### src/rtl/dc_stage_skid.sv
// Decode/dispatch stage with an output skid FIFO.
// Decodes one RV32IMF instruction per cycle, drives the arch registers to rename,
// gates dispatch on ROB/LQ/SQ credit and FIFO space, and stores the renamed bundle
// in a small FIFO that offers IS a registered valid/ready interface.
module dc_stage_skid #(
    parameter int PREG_W     = 7,
    parameter int ROB_W      = 3,
    parameter int LSQ_W      = 2,
    parameter int SKID_DEPTH = 2
) (
    input  logic              clk,
    input  logic              rst,
    input  logic              IF_valid,
    output logic              DC_ready,
    input  logic [31:0]       DC_in_pc,
    input  logic [31:0]       DC_in_inst,
    input  logic              DC_in_jump,
    output logic [5:0]        A_rs1,
    output logic [5:0]        A_rs2,
    output logic [5:0]        A_rd,
    output logic              allocate_rd,
    input  logic [PREG_W-1:0] P_rs1,
    input  logic [PREG_W-1:0] P_rs2,
    input  logic [PREG_W-1:0] P_rd_new,
    input  logic [PREG_W-1:0] P_rd_old,
    input  logic              rob_ready,
    input  logic [ROB_W-1:0]  DC_rob_idx,
    output logic              decode_valid,
    output logic [2:0]        DC_fu_sel,
    output logic [PREG_W-1:0] DC_P_rd_old,
    input  logic [LSQ_W-1:0]  LQ_tail,
    input  logic [LSQ_W-1:0]  SQ_tail,
    input  logic              ld_ready,
    input  logic              st_ready,
    input  logic              mispredict,
    input  logic              stall,
    output logic              DC_valid,
    input  logic              IS_ready,
    output logic [31:0]       DC_out_pc,
    output logic [31:0]       DC_out_inst,
    output logic [31:0]       DC_out_imm,
    output logic [4:0]        DC_out_op,
    output logic [2:0]        DC_out_f3,
    output logic [6:0]        DC_out_f7,
    output logic [PREG_W-1:0] DC_out_P_rs1,
    output logic [PREG_W-1:0] DC_out_P_rs2,
    output logic [PREG_W-1:0] DC_out_P_rd,
    output logic [2:0]        DC_out_fu_sel,
    output logic [ROB_W-1:0]  DC_out_rob_idx,
    output logic [LSQ_W-1:0]  DC_out_LQ_tail,
    output logic [LSQ_W-1:0]  DC_out_SQ_tail,
    output logic              DC_out_jump
);

    localparam int PTR_W = $clog2(SKID_DEPTH);
    localparam int CNT_W = $clog2(SKID_DEPTH + 1);
    localparam logic [CNT_W-1:0] DEPTH_C = CNT_W'(SKID_DEPTH);

    localparam logic [4:0] OP_LOAD   = 5'b00000;
    localparam logic [4:0] OP_FLOAD  = 5'b00001;
    localparam logic [4:0] OP_IMM    = 5'b00100;
    localparam logic [4:0] OP_AUIPC  = 5'b00101;
    localparam logic [4:0] OP_STORE  = 5'b01000;
    localparam logic [4:0] OP_FSTORE = 5'b01001;
    localparam logic [4:0] OP_R      = 5'b01100;
    localparam logic [4:0] OP_LUI    = 5'b01101;
    localparam logic [4:0] OP_FP     = 5'b10100;
    localparam logic [4:0] OP_BRANCH = 5'b11000;
    localparam logic [4:0] OP_JALR   = 5'b11001;
    localparam logic [4:0] OP_JAL    = 5'b11011;
    localparam logic [4:0] OP_SYSTEM = 5'b11100;

    typedef struct packed {
        logic [31:0]       pc;
        logic [31:0]       inst;
        logic [31:0]       imm;
        logic [4:0]        op;
        logic [2:0]        f3;
        logic [6:0]        f7;
        logic [PREG_W-1:0] p_rs1;
        logic [PREG_W-1:0] p_rs2;
        logic [PREG_W-1:0] p_rd;
        logic [2:0]        fu_sel;
        logic [ROB_W-1:0]  rob_idx;
        logic [LSQ_W-1:0]  lq_tail;
        logic [LSQ_W-1:0]  sq_tail;
        logic              jump;
    } bundle_t;

    bundle_t           mem [SKID_DEPTH];
    logic [PTR_W-1:0]  wr_ptr;
    logic [PTR_W-1:0]  rd_ptr;
    logic [CNT_W-1:0]  count;

    logic [4:0]  op;
    logic [31:0] imm;
    logic        is_load;
    logic        is_store;
    logic        push;
    logic        pop;
    bundle_t     new_bundle;
    bundle_t     head;

    // Instruction decode: arch regs, FU class and immediate.
    always_comb begin
        op       = DC_in_inst[6:2];
        is_load  = (op == OP_LOAD) || (op == OP_FLOAD);
        is_store = (op == OP_STORE) || (op == OP_FSTORE);
        A_rs1    = {op == OP_FP, DC_in_inst[19:15]};
        A_rs2    = {(op == OP_FP) || (op == OP_FSTORE), DC_in_inst[24:20]};
        A_rd     = {(op == OP_FP) || (op == OP_FLOAD), DC_in_inst[11:7]};
        allocate_rd = !(is_store || (op == OP_BRANCH)) && (A_rd != 6'd0);

        DC_fu_sel = 3'd0;
        if (op == OP_R)
            DC_fu_sel = {2'b00, DC_in_inst[25]};
        else if (op == OP_FP)
            DC_fu_sel = 3'd3;
        else if (is_load)
            DC_fu_sel = 3'd6;
        else if (is_store)
            DC_fu_sel = 3'd7;

        case (op)
            OP_LOAD, OP_FLOAD, OP_IMM, OP_JALR:
                imm = {{20{DC_in_inst[31]}}, DC_in_inst[31:20]};
            OP_STORE, OP_FSTORE:
                imm = {{20{DC_in_inst[31]}}, DC_in_inst[31:25], DC_in_inst[11:7]};
            OP_BRANCH:
                imm = {{19{DC_in_inst[31]}}, DC_in_inst[31], DC_in_inst[7],
                       DC_in_inst[30:25], DC_in_inst[11:8], 1'b0};
            OP_LUI, OP_AUIPC:
                imm = {DC_in_inst[31:12], 12'b0};
            OP_JAL:
                imm = {{11{DC_in_inst[31]}}, DC_in_inst[31], DC_in_inst[19:12],
                       DC_in_inst[20], DC_in_inst[30:21], 1'b0};
            OP_SYSTEM:
                imm = {20'b0, DC_in_inst[31:20]};
            default:
                imm = 32'd0;
        endcase
    end

    // Dispatch gating and FIFO handshake; space uses the registered count only,
    // so a full FIFO being popped this cycle still refuses a push.
    always_comb begin
        DC_ready = rob_ready
                 & (!is_load  || ld_ready)
                 & (!is_store || st_ready)
                 & (count < DEPTH_C)
                 & !mispredict
                 & !stall;
        decode_valid = IF_valid & DC_ready;
        push         = decode_valid;
        pop          = DC_valid & IS_ready & !mispredict;
        DC_P_rd_old  = P_rd_old;

        new_bundle.pc      = DC_in_pc;
        new_bundle.inst    = DC_in_inst;
        new_bundle.imm     = imm;
        new_bundle.op      = op;
        new_bundle.f3      = DC_in_inst[14:12];
        new_bundle.f7      = DC_in_inst[31:25];
        new_bundle.p_rs1   = P_rs1;
        new_bundle.p_rs2   = P_rs2;
        new_bundle.p_rd    = P_rd_new;
        new_bundle.fu_sel  = DC_fu_sel;
        new_bundle.rob_idx = DC_rob_idx;
        new_bundle.lq_tail = LQ_tail;
        new_bundle.sq_tail = SQ_tail;
        new_bundle.jump    = DC_in_jump;
    end

    // FIFO storage, pointers and occupancy; flush resets pointers but keeps contents.
    always_ff @(posedge clk or negedge rst) begin
        if (!rst) begin
            wr_ptr <= '0;
            rd_ptr <= '0;
            count  <= '0;
            for (int i = 0; i < SKID_DEPTH; i++)
                mem[i] <= '0;
        end else if (mispredict) begin
            wr_ptr <= '0;
            rd_ptr <= '0;
            count  <= '0;
        end else begin
            if (push) begin
                mem[wr_ptr] <= new_bundle;
                wr_ptr      <= wr_ptr + PTR_W'(1);
            end
            if (pop)
                rd_ptr <= rd_ptr + PTR_W'(1);
            case ({push, pop})
                2'b10:   count <= count + CNT_W'(1);
                2'b01:   count <= count - CNT_W'(1);
                default: count <= count;
            endcase
        end
    end

    // Head-of-FIFO outputs to IS.
    always_comb begin
        head           = mem[rd_ptr];
        DC_valid       = (count != '0);
        DC_out_pc      = head.pc;
        DC_out_inst    = head.inst;
        DC_out_imm     = head.imm;
        DC_out_op      = head.op;
        DC_out_f3      = head.f3;
        DC_out_f7      = head.f7;
        DC_out_P_rs1   = head.p_rs1;
        DC_out_P_rs2   = head.p_rs2;
        DC_out_P_rd    = head.p_rd;
        DC_out_fu_sel  = head.fu_sel;
        DC_out_rob_idx = head.rob_idx;
        DC_out_LQ_tail = head.lq_tail;
        DC_out_SQ_tail = head.sq_tail;
        DC_out_jump    = head.jump;
    end

endmodule
### config.mk
export PLATFORM = sky130hd
export DESIGN_NAME = dc_stage_skid
export DESIGN_NICKNAME = d
export VERILOG_FILES = /design/src/rtl/dc_stage_skid.sv
export SDC_FILE = /design/constraint.sdc
export NUM_CORES = 1
export LEC_CHECK = 0
export BUFFER_PORTS_ARGS = -buffer_cell sky130_fd_sc_hd__buf_2
export CAP_MARGIN = 20
export CORE_UTILIZATION = 49
export DETAILED_ROUTE_END_ITERATION = 8
export HOLD_SLACK_MARGIN = 0.1
export PLACE_DENSITY_LB_ADDON = 0.1
export SLEW_MARGIN = 20
export SYNTH_ARGS = -nofsm -noshare
export SYNTH_HDL_FRONTEND = slang
export SYNTH_SLANG_ARGS = --single-unit
### constraint.sdc
create_clock -name clk -period 2.1 [get_ports clk]
set_clock_uncertainty 0.15 [all_clocks]
set_input_delay 0.315 -clock clk [delete_from_list [all_inputs] [get_ports clk]]
set_output_delay 0.315 -clock clk [all_outputs]
set_load 0.05 [all_outputs]
# --- Word level (Yosys, flattened, before mapping) ---
# Index checks and enable logic that the tools add are counted.
word_totals:
  elab_cells: 105
  register_bits: 290
  out_inout_bits: 175
  inputBits: 109
classes:
  n_addsub: 4
  reduce_logical: 24
  order_cmp: 4
  eq_ne: 14
  n_bitwise: 11
  n_mux: 17
op_table:
  columns: ["cell", "n"]
  rows:
  - ["$mux W143", 4]
  - ["$bwmux W286", 1]
  - ["$pmux W32 S6", 1]
  - ["$demux W143 S1", 1]
  - ["$eq A5 B5 Y1 const B", 5]
  - ["$eq A5 B4 Y1 const B", 4]
  - ["$mux W3", 4]
  - ["$eq A5 B3 Y1 const B", 2]
  - ["$and A1 B1 Y1", 8]
  - ["$logic_or A1 B1 Y1", 7]
  - ["$reduce_bool A2 Y1", 3]
  - ["$reduce_bool A6 Y1", 1]
  - ["$eq A5 B1 Y1 const B", 1]
  - ["$logic_not A1 Y1", 5]
  - ["$logic_not A5 Y1", 1]
  - ["$ge A2 B2 Y1 const B", 2]
  - ["$mux W1", 4]
  - ["$not A1 Y2", 2]
  - ["$pmux W2 S2", 1]
  - ["$reduce_or A2 Y1", 2]
  - ["$reduce_or A4 Y1", 1]
  - ["$reduce_bool A3 Y1", 1]
  - ["$add A1 B1 Y1 const B", 2]
  - ["$add A2 B1 Y2 const B", 1]
  - ["9 further kinds", 10]

# --- Depth between registers and ports, before layout ---
depth:
  depth_word: 13
  mapped_depth: 10
  mapped_depth_nobuf: 5

# --- Least setup slack after synthesis ---
# OpenSTA, ideal clock, no wires.
synth_timing:
  path_kind: "input-to-output"
  from: "input port DC_in_inst[6]"
  to: "output port DC_fu_sel[1]"
  arrival_ns: 2.515
  stages: 6
  slack_ns: -0.880
  cell_sequence: "clkbuf_1 buf_2 nand3b_1 nor3_1 nor2_1 inv_1"
synth_rtl:
  columns: ["item", "line_no", "rtl"]
  rows:
  - ["start, declared", "16", "input logic [31:0] DC_in_inst,"]
  - ["$eq A5 B5 Y1", null, null]
  - ["net A_rs1[5]", "18", "output logic [5:0] A_rs1,"]
  - ["$mux W3", "117", "else if (op == OP_FP)"]
  - ["$mux W3", "115", "if (op == OP_R)"]
  - ["end, declared", "29", "output logic [2:0] DC_fu_sel,"]
# The timed path passes the listed nets, and every way through them passes these cells.

# --- Final worst setup path ---
layout_timing:
  from: "register count[1]"
  to: "output port DC_ready"
layout_via:
  elab_chain_cells: 4
layout_lines:
  columns: ["item", "line_no", "rtl"]
  rows:
  - ["start, declared", "93", "logic [CNT_W-1:0] count;"]
  - ["start signal, assigned", "194", "2'b10: count <= count + CNT_W'(1);"]
  - ["start signal, assigned", "195", "2'b01: count <= count - CNT_W'(1);"]
  - ["start signal, assigned", "196", "default: count <= count;"]
  - ["$lt A2 B2 Y1", "150", "& (count < DEPTH_C)"]
  - ["$and A1 B1 Y1", "150", null]
  - ["$and A1 B1 Y1", "151", "& !mispredict"]
  - ["$and A1 B1 Y1", "152", "& !stall;"]
  - ["end, declared", "14", "output logic DC_ready,"]
# No other way between the ends.

==> flow_summary.html <==
<table>
<tr><th>Metric</th><th>Value</th></tr>
<tr><th colspan="2">Final layout</th></tr>
<tr><td>Layout cells sized above 1</td><td>0.3746</td></tr>
<tr><td>Signed area change from the synthesized netlist to the final layout</td><td>49.67%</td></tr>
<tr><td>Finished Cell Area</td><td>0.01811 sq mm</td></tr>
<tr><td>Net total in the final layout</td><td>1815</td></tr>
<tr><td>Number of fillers in the final layout</td><td>1710</td></tr>
<tr><td>Finished Core Util</td><td>0.7467</td></tr>
<tr><th colspan="2">Run</th></tr>
<tr><td>Number of max-cap violations</td><td>0</td></tr>
<tr><th colspan="2">Pwr</th></tr>
<tr><td>Switching share of power</td><td>0.3503</td></tr>
<tr><td>Total power divided by cell area</td><td>957.1 mW/mm^2</td></tr>
<tr><td>Internal Power</td><td>11.26 mW</td></tr>
<tr><td>Clk network pwr share</td><td>0.314</td></tr>
<tr><td>Switching power summed over all nets</td><td>6.070 mW</td></tr>
<tr><td>PnR Total Power</td><td>17.33 mW</td></tr>
<tr><td>Logic pwr share</td><td>0.336</td></tr>
<tr><td>Maximum vdd drop</td><td>563.1 uV</td></tr>
<tr><td>Proportion of power drawn by flip-flops and latches</td><td>0.349</td></tr>
<tr><td>Leakage power</td><td>9.224 nW</td></tr>
<tr><th colspan="2">Logic synthesis</th></tr>
<tr><td>Biggest area consumer among synthesized cells</td><td>dfrtp_1</td></tr>
<tr><td>Sequential cell area fraction in the yosys report</td><td>0.5378</td></tr>
<tr><td>Top cells by area in the synthesized netlist</td><td>dfrtp_1, nand2_1, mux2_2</td></tr>
<tr><td>Post-Synthesis Mean Instance Area</td><td>9.137 sq um</td></tr>
<tr><td>Post-synthesis net count</td><td>1433</td></tr>
<tr><td>Dominant register cell in the synthesized netlist</td><td>dfrtp_1</td></tr>
<tr><td>Synthesis Warnings</td><td>0</td></tr>
<tr><td>Leading cell type by number of instances after synthesis</td><td>nand2_1</td></tr>
<tr><td>Synthesized instance count</td><td>1324</td></tr>
<tr><td>Number of distinct standard cells referenced by the synthesized netlist</td><td>47</td></tr>
<tr><td>List of most frequent post-synthesis cells</td><td>nand2_1, dfrtp_1, mux2_2, o21ai_0, buf_4</td></tr>
<tr><td>Post-synthesis cell area</td><td>0.01210 sq mm</td></tr>
<tr><td>Ys async rst share</td><td>1.000</td></tr>
<tr><td>Share of the synthesized area in the top cell type</td><td>0.5378</td></tr>
<tr><td>Total of flip-flops plus latches after synthesis</td><td>260</td></tr>
<tr><td>Number of enable flip-flop cells after synthesis</td><td>0</td></tr>
<tr><th colspan="2">Timing</th></tr>
<tr><td>Worst rel slew slack</td><td>0.2477</td></tr>
<tr><td>Worst slack on hold paths</td><td>0.1302 ns</td></tr>
<tr><td>Setup total negative slack</td><td>-49.20 ns</td></tr>
<tr><td>RSZ-0062 raised after global routing</td><td>true</td></tr>
<tr><td>Final setup vio count</td><td>273</td></tr>
<tr><td>Pins Over Slew Limit</td><td>0</td></tr>
<tr><td>Fmax achieved</td><td>418.2 MHz</td></tr>
<tr><td>Min cycle time layout</td><td>2.391 ns</td></tr>
<tr><td>Final hold violation count</td><td>0</td></tr>
<tr><td>Setup slack of the critical path after layout</td><td>-0.2910 ns</td></tr>
<tr><td>Final critical-path share of the clock period</td><td>1.139</td></tr>
<tr><td>Actual slew at the worst max-slew pin</td><td>1.097 ns</td></tr>
<tr><th colspan="2">Clocking</th></tr>
<tr><td>Worst-skew pair later-pin latency</td><td>0.53 ns</td></tr>
<tr><td>TritonCTS clock tree</td><td>yes</td></tr>
<tr><td>Number of CTS-inserted buffers</td><td>29</td></tr>
<tr><td>Number of clock sinks</td><td>260</td></tr>
<tr><td>Maximum count of clock buffers along a single path</td><td>3</td></tr>
<tr><td>Buffer cell driving the clock tree root</td><td>clkbuf_16</td></tr>
<tr><td>Maximum level of the CTS H-tree</td><td>1</td></tr>
<tr><td>Register clock-pin slew on the reported worst setup and hold paths</td><td>0.06 ns</td></tr>
<tr><th colspan="2">Worst hold path</th></tr>
<tr><td>HP Class</td><td>primary input to flop</td></tr>
<tr><th colspan="2">Routing</th></tr>
<tr><td>Via count</td><td>10820</td></tr>
<tr><td>Routed Wire Length</td><td>38.40 mm</td></tr>
<tr><td>Via density per instance</td><td>5.271</td></tr>
<tr><td>Drt first pass iters</td><td>7</td></tr>
<tr><td>Remaining DRCs</td><td>0</td></tr>
<tr><td>Number of DRC violations after detailed-routing iteration 0</td><td>797</td></tr>
<tr><td>Post-detailed-route wirelength per cell</td><td>18.71 um</td></tr>
<tr><td>ANT nets after route</td><td>0</td></tr>
<tr><th colspan="2">GRT</th></tr>
<tr><td>Total Routing Usage GR</td><td>0.2704</td></tr>
<tr><td>Number of global-route vias before repair</td><td>10350</td></tr>
<tr><td>Congestion Overflow GR</td><td>0</td></tr>
<tr><td>Antenna violations before repair</td><td>2</td></tr>
<tr><td>Pin count of the biggest net entering global routing</td><td>63</td></tr>
<tr><td>Wire length of the first global-routing pass</td><td>55.06 mm</td></tr>
<tr><th colspan="2">Worst setup path</th></tr>
<tr><td>Worst reg2reg setup slack</td><td>-0.22 ns</td></tr>
<tr><td>Largest fanout of any net on the critical path</td><td>2</td></tr>
<tr><td>Critical path class</td><td>flop to primary output</td></tr>
<tr><td>Critical Path End Type</td><td>primary output</td></tr>
<tr><td>Req. time, crit path</td><td>1.63 ns</td></tr>
<tr><td>Launching element type of the critical path</td><td>flop</td></tr>
<tr><td>Endpoint arrival time on the critical path</td><td>1.93 ns</td></tr>
<tr><th colspan="2">Place</th></tr>
<tr><td>Port buffer count</td><td>269</td></tr>
<tr><td>Standard cell area after detailed placement</td><td>0.01405 sq mm</td></tr>
<tr><td>Routability congestion estimate</td><td>0.7811</td></tr>
<tr><td>Placed wire-length estimate</td><td>20.85 mm</td></tr>
<tr><th colspan="2">Status</th></tr>
<tr><td>Result of the run</td><td>finished, violations left</td></tr>
<tr><td>Failing checks</td><td>setup timing</td></tr>
<tr><th colspan="2">Floorplan</th></tr>
<tr><td>Overall die area</td><td>0.02532 sq mm</td></tr>
<tr><td>Starting density of the core</td><td>0.4989</td></tr>
<tr><td>Horizontal extent of the die</td><td>159.1 um</td></tr>
<tr><td>Site Rows</td><td>57</td></tr>
<tr><td>I/O pin total</td><td>284</td></tr>
<tr><td>Core ar.</td><td>0.02425 sq mm</td></tr>
<tr><td>Height of the die</td><td>159.1 um</td></tr>
</table>
cells in the final DEF (no fill, tap or decap), drive strengths merged, types with 3 or more instances in the layout:
cell type    Yosys  routed
a211o            1       3
a21oi           12      12
a31oi           34      34
and4b            3       3
buf             81     358
bufinv           0       4
clkbuf          40      62
clkinv           0       3
dfrtp          260     260
dlygate4sd3      0      95
inv              8       8
mux2           130     130
nand2          619     619
nand2b           3       3
nand4b           3       3
nor2            40      40
nor2b            4       4
nor3             6       6
o21ai           48      48
or3              4       4
worst max-delay path: stages (launching register included):
cell and delay (ns):
dfrtp_1 0.39, or4b_4 0.55, buf_6 0.14, a21oi_4 0.13, buf_6 0.18
area by class of cell:
cell class              count  area, sq um  area share
multi-input cells         937         5390      0.2977
flip-flops and latches    260         6510      0.3595
repair buffers            470         4736      0.2615
clock inverters             7        135.1    0.007463
well taps                 324        405.4     0.02239
inverters                   8        32.53    0.001797
diodes                      1        2.502   0.0001382
clock buffers              45        895.9     0.04947
state kept, by name (all words and copies together) (netlist names):
name	cells
wr_ptr	1
rd_ptr	1
mem	256
count	2
stage by stage:
stage          setup slack [ns]  cells
2_1_floorplan           -0.1454   1324
3_3_place_gp            0.01118   1859
3_5_place_dp          -0.007182   1859
4_1_cts                 -0.3102   2017
5_1_grt                 -0.3298   2052
6_report                -0.2910   2052
final timing paths:
| check | endpoint | cells past startpoint | from |
|---|---|---|---|
| max in group asynchronous | mem[215] | 3 | rst |
| hold reg to reg | mem[254] | 2 | mem[254] |
| min in group asynchronous | mem[114] | 2 | rst |
| hold / removal | mem[84] | 3 | DC_in_inst[5] |
| setup / recovery | DC_ready | 4 | count[1] |
| setup reg to reg | mem[76] | 9 | count[1] |
cell families after synthesis:
| family | share of synthesized area |
|---|---|
| multiplexers | 0.1218 |
| flip-flops | 0.5378 |
| AO/OA/AOI/OAI | 0.05461 |
| buffers and inverters | 0.05916 |
| AND/OR/NAND/NOR | 0.2244 |
| XOR/XNOR | 0.002172 |
power by group through the flow:
stage / Clock [mW] / Combinational (mW) / Sequential, mW
after floorplan: 0 / 3.74 / 6.00
after global placement: 0 / 4.69 / 6.08
after detailed placement: 0 / 4.72 / 6.10
after CTS: 5.52 / 5.68 / 6.02
after global routing: 5.72 / 6.11 / 6.13
final: 5.45 / 5.83 / 6.05
metal layers:
| layer | GRT usage | vias up | wire length [um] |
|---|---|---|---|
| li1 | - | 5025 | - |
| met1 | 0.3661 | 5297 | 16440 |
| met2 | 0.4518 | 419 | 18900 |
| met3 | 0.03543 | 75 | 2063 |
| met4 | 0.08829 | 0 | 997 |
| met5 | 0 | - | 0 |
what timing repair did:
item / 4_1_cts / 5_1_grt
hold buffers: 95 / 0
buffers inserted: 6 / 9
gates resized for setup: 250 / 156
pin swaps: 1 / 69
endpoints found under the hold margin: 501 / 0
setup endpoints to repair: 145 / 278
cloned: 5 / 27
(Power assumes the default switching activity.)
